`src/rtl/tx_byte_serializer.sv`:
```
// rtl/tx_byte_serializer.sv - FIFO word to MSB-first byte serializer with block counting
module tx_byte_serializer #(
    parameter int WORDS_PER_BLOCK = 4
) (
    input  logic        clk,
    input  logic        n_rst,
    input  logic        fifo_empty,
    input  logic [31:0] fifo_data,
    output logic        tx_deq_word,
    input  logic        flush,
    output logic [7:0]  byte_out,
    output logic        byte_valid,
    input  logic        byte_ready,
    output logic        block_done,
    output logic        busy
);
    localparam int CW = (WORDS_PER_BLOCK > 1) ? $clog2(WORDS_PER_BLOCK) : 1;
    localparam logic [CW-1:0] CNT_LAST = CW'(WORDS_PER_BLOCK - 1);

    typedef enum logic {
        IDLE = 1'b0,
        SEND = 1'b1
    } state_t;

    state_t        state_q, state_d;
    logic [31:0]   word_q, word_d;
    logic [1:0]    idx_q, idx_d;
    logic [CW-1:0] cnt_q, cnt_d;
    logic          done_q, done_d;
    logic          accept;
    logic          last_accept;
    logic          load;

    assign accept      = (state_q == SEND) & byte_ready;
    assign last_accept = accept & (idx_q == 2'd3);
    // Refilling on the fourth-byte accept keeps the stream bubble-free.
    assign load        = !flush & !fifo_empty & ((state_q == IDLE) | last_accept);

    assign tx_deq_word = load;
    assign byte_valid  = (state_q == SEND);
    assign busy        = (state_q == SEND);
    assign block_done  = done_q;

    always_comb begin
        byte_out = word_q[31:24];
        case (idx_q)
            2'd1:    byte_out = word_q[23:16];
            2'd2:    byte_out = word_q[15:8];
            2'd3:    byte_out = word_q[7:0];
            default: byte_out = word_q[31:24];
        endcase
    end

    always_comb begin
        state_d = state_q;
        word_d  = word_q;
        idx_d   = idx_q;
        cnt_d   = cnt_q;
        done_d  = 1'b0;
        if (flush) begin
            state_d = IDLE;
            idx_d   = 2'd0;
            cnt_d   = '0;
        end else begin
            if (accept && (idx_q != 2'd3)) begin
                idx_d = idx_q + 2'd1;
            end
            if (last_accept) begin
                state_d = IDLE;
                if (cnt_q == CNT_LAST) begin
                    cnt_d  = '0;
                    done_d = 1'b1;
                end else begin
                    cnt_d = cnt_q + 1'b1;
                end
            end
            if (load) begin
                word_d  = fifo_data;
                idx_d   = 2'd0;
                state_d = SEND;
            end
        end
    end

    always_ff @(posedge clk or negedge n_rst) begin
        if (!n_rst) begin
            state_q <= IDLE;
            word_q  <= '0;
            idx_q   <= 2'd0;
            cnt_q   <= '0;
            done_q  <= 1'b0;
        end else begin
            state_q <= state_d;
            word_q  <= word_d;
            idx_q   <= idx_d;
            cnt_q   <= cnt_d;
            done_q  <= done_d;
        end
    end
endmodule

```
`config.mk`:
```
export PLATFORM = sky130hd
export DESIGN_NAME = tx_byte_serializer
export DESIGN_NICKNAME = d
export VERILOG_FILES = /design/src/rtl/tx_byte_serializer.sv
export SDC_FILE = /design/constraint.sdc
export NUM_CORES = 1
export LEC_CHECK = 0
export CELL_PAD_IN_SITES_DETAIL_PLACEMENT = 1
export CELL_PAD_IN_SITES_GLOBAL_PLACEMENT = 2
export CORE_MARGIN = 1.5
export CORE_UTILIZATION = 31
export DETAILED_ROUTE_END_ITERATION = 8
export GPL_TIMING_DRIVEN = 0
export PLACE_DENSITY_LB_ADDON = 0.2
export SETUP_SLACK_MARGIN = 0.15
export SLEW_MARGIN = 5
export SYNTH_ARGS = -nofsm -noshare
export SYNTH_HDL_FRONTEND = slang
export SYNTH_SLANG_ARGS = --single-unit
```
`constraint.sdc`:
```
create_clock -name clk -period 1.9 [get_ports clk]
set_clock_uncertainty 0.2 [all_clocks]
set_input_delay 0.38 -clock clk [delete_from_list [all_inputs] [get_ports clk]]
set_output_delay 0.38 -clock clk [all_outputs]
set_load 0.02 [all_outputs]
```
Yosys cells after proc, flatten, opt, wreduce, memory -nomap -nowiden
Cells that the tools add are included.

Word-level logic and storage cells: 39. Flip-flop bits (word level): 38. Output and inout bits: 12. Input port bits: 37.

Add/subtract/negate cells: 2. Bitwise operators: 7. Reductions and logical operators: 7. Muxes and demuxes: 13. Equality and inequality tests: 5.

Operators by type and width (number): $pmux W8 S3 (1); $mux W2 (6); $eq A2 B2 Y1 const B (3); $mux W1 (6); $reduce_bool A3 Y1 (2); $add A2 B1 Y2 const B (2); $and A1 B1 Y1 (4); $eq A2 B1 Y1 const B (1); $logic_not A1 Y1 (2); $ne A2 B2 Y1 const B (1); $not A1 Y1 (2); $reduce_and A2 Y1 (1); $reduce_bool A2 Y1 (1); $logic_and A1 B1 Y1 (1); $or A1 B1 Y1 (1).

Depth between registers and ports, before layout
Word-level depth: 6. Gate-level depth with buffers: 5. Mapped depth without buffers: 4.

Worst setup path before layout
Ideal clock, no wire load.

Path kind: flip-flop to output port. From: reg idx_q[0]. To: out byte_out[0]. Stages on the path, launching flop included: 5. Buffers on the path: 1. Required time: 1.320 ns. Setup slack: -0.145 ns. Arrival time: 1.465 ns. Cell sequence: dfrtp_1 inv_1 ha_1 clkbuf_1 mux2i_1.

Cells in the longest elaborated chain, start to end: 2. Elaborated cells between the ends (all ways): 4. Those cells by class: eq/ne: 3; mux: 1.

Ends and longest elaborated chain: from (decl) (RTL line 27) `logic [1:0] idx_q, idx_d;`; from (signal assigned) (RTL line 95) `idx_q <= idx_d;`; $eq A2 B2 Y1 / $eq A2 B1 Y1 (equally long branches) (RTL line 46) `case (idx_q)`; $pmux W8 S3 * (RTL line 46); to (decl) (RTL line 11) `output logic [7:0] byte_out,`.

Mark *: on every way between the ends. The rest lies on a longest branch, timed or not.

Final worst setup path
From: reg idx_q[1]. To: out byte_out[2].

The elaborated chain is that of the path after synthesis.

==> run summary <==
CP Launch Type -> register
Seq cells post-synth -> 38
Final TNS setup -> -5.61 ns
Fraction of layout cells with a size suffix above 1 -> 46.7%
CTS root buffer -> clkbuf_8
Worst skew pair latency -> 0.29 ns
Area leader, netlist -> dfrtp_1
WHS Path Cells -> 2
CP max stage cell -> a222oi_1
Worst hold slack -> 0.0798 ns
Top FF cell, synth -> dfrtp_1
Register area share after synthesis -> 54.2%
Status -> finished, violations left
Power Density -> 814 nW/um^2
Num rows -> 27
H-Tree Depth -> 2
Routed Antenna Nets -> 0
IO buf count -> 47
Tmin final -> 2.40 ns
Netlist cell types -> 23
Post-detail-place hpwl -> 3020 um
DR vias -> 1257
CP top delay family -> compound AO/OA/AOI/OAI gates
GRT Total Usage -> 15.4%
Starting Density -> 32.1%
Hold Path End -> idx_q[0]$_DFFE_PN0P_
DRC -> 0
Max Slew Vio Count -> 0
Setup Viol. Count Final -> 43
TritonCTS clock tree -> yes
Worst Path Max Fanout -> 10
Die Height -> 78.3 um
Synth cell count leaders -> dfrtp_1, mux2_2, inv_1, mux2i_1, a222oi_1
FF-to-FF End -> word_q[28]$_DFFE_PN0P_
Syn Nets -> 168
Initial antenna violation count -> 0
Largest net degree at the start of global routing -> 39
Max-slew headroom -> 71.4%
CP Cell Sequence -> ha_4 > buf_6 > a222oi_1 > mux2i_2 > buf_4
Post-Place Worst Slack -> -0.934 ns
Count of warnings emitted by yosys -> 0
I/O Pins -> 49
Reg-to-reg critical path startpoint -> idx_q[1]$_DFFE_PN0P_
DR iter-0 viols -> 57
Vias in the first global route -> 1377
Final Wtd Congestion -> 0.757
Design area -> 2700 um^2
Max Cap Viol -> 0
Final worst-path cycle share -> 127%
Cell area after placement -> 2360 um^2
Routed len/inst -> 17.1 um
Routed Wire Length -> 4560 um
Slowest stage delay, CP -> 0.46 ns
Setup Crit Path Kind -> register to primary output
Tot Pwr -> 2.20 mW
Die area -> 6120 um^2
Clock Pin Slew Worst Setup and Hold Paths -> 0.07 ns
Post-synth EDFFs -> 0
CORE AREA -> 5470 um^2
Min setup slack post-route -> -0.504 ns
Fin. Hold Viols -> 0
Cell Area, Synth -> 1760 um^2
Cells after synthesis -> 126
CP Data Required Time -> 1.32 ns
Violations in the final reports -> setup timing
CTS Buffer Depth -> 2
N_diodes -> 0
Worst-margin pin slew -> 0.429 ns
Hold crit path type -> input pin to register
CP arrival -> 1.82 ns
Setup slack, reg-to-reg -> -0.11 ns
Leakage -> 1.18 nW
Pre-antenna DRT Iters -> 4
Min-delay src -> flush
Area Overhead vs Synth -> 54.0%
Fillers -> 577
Final nets -> 236
Syn_area_per_cell -> 13.9 um^2
First-pass GRT wire length -> 6960 um
Die width -> 78.3 um
Synth area leaders -> dfrtp_1, mux2_2, mux2i_1
Crit path buf inv count -> 2
R2R cell count -> 8
Cts bufs inserted -> 5
Max IR drop VDD -> 0.000444 V
Area share of the largest cell type after synthesis -> 54.2%
RSZ-0062 raised after global routing -> true
Share of flip-flops with an asynchronous set or reset -> 100%
Most instantiated library cell after synthesis -> dfrtp_1
Total gr overflow -> 0
Max Fclk -> 416 MHz
CP endpoint kind -> primary output
CTS Sinks -> 38
Via density -> 4.71
-- power breakdown --
part	switching, mW	internal [mW]
Sequential	0.0750	0.944
Combinational	0.217	0.318
Clock	0.279	0.366
Total	0.571	1.63
-- cell families after synthesis --
group / synth area share [%]
AOI/OAI and AO/OA: 5.49
xor gates and xnor gates: 0.499
adders and majority gates: 3.56
buffers and inverters: 6.06
DFF: 54.2
muxes: 26.2
and+or+nand+nor: 3.99
-- flip-flops by register name, summed over array words and instances, names as in the netlist --
name / flops
busy: 1
cnt_q: 2
word_q: 32
idx_q: 2
block_done: 1
-- layer usage --
metal	share of wire (%)	wire, um	up-vias	global-route usage (%)
li1	-	-	586	-
met1	43	1970	623	19.1
met2	49	2250	44	26.1
met4	0.83	38	0	4.82
met5	0	0	-	0
met3	6.6	301	4	4.19
-- repair_timing --
action                                 in CTS  in global routing
gates cloned                                0                  2
hold buffers                                1                  0
pin swaps                                   9                  5
endpoints found under the hold margin      38                  0
resized for setup                          55                 25
setup endpoints to repair                  45                 42
setup buffers                               6                  4
-- metrics by stage --
stage          util [%]  instances
2_1_floorplan         -        126
3_3_place_gp       42.9        245
3_5_place_dp       43.2        246
4_1_cts            46.3        261
5_1_grt            49.4        267
6_report           49.4        267
-- worst max-delay path by stage --
| stage | to | cells after the start | from | slack (ns) |
|---|---|---|---|---|
| floorplan | byte_out[0] | 4 | idx_q[0]$_DFFE_PN0P_ | 0.03 |
| global placement | tx_deq_word | 5 | byte_ready | -0.93 |
| detailed placement | tx_deq_word | 5 | byte_ready | -0.93 |
| CTS | byte_out[2] | 5 | idx_q[1]$_DFFE_PN0P_ | -0.54 |
| global route | byte_out[2] | 5 | idx_q[1]$_DFFE_PN0P_ | -0.56 |
| finish | byte_out[2] | 5 | idx_q[1]$_DFFE_PN0P_ | -0.50 |
-- layout by cell type, fill, tap and decap left out, types with 2 or more instances in the layout --
cell type,instances
inv_1,8
a222oi_1,8
dlygate4sd2_1,2
clkbuf_16,2
mux2i_1,2
buf_2,7
nor3_2,2
dfrtp_1,35
clkdlybuf4s50_1,34
mux2_4,4
buf_6,7
buf_8,3
inv_2,2
nor2_1,2
mux2i_2,8
mux2_2,28
clkbuf_8,8
buf_12,4
ha_1,3
buf_4,8
dfrtp_2,3
-- final cells by class --
type / instances / area [um^2] / area share [%]
Tap cell: 72 / 90.1 / 3.33
Clock buffer: 8 / 110 / 4.07
Buffer: 9 / 119 / 4.40
Timing Repair Buffer: 61 / 616 / 22.8
Inverter: 10 / 37.5 / 1.39
Multi-Input combinational cell: 69 / 776 / 28.7
Sequential cell: 38 / 955 / 35.3
No activity file was read; power rests on OpenSTA's default activity.
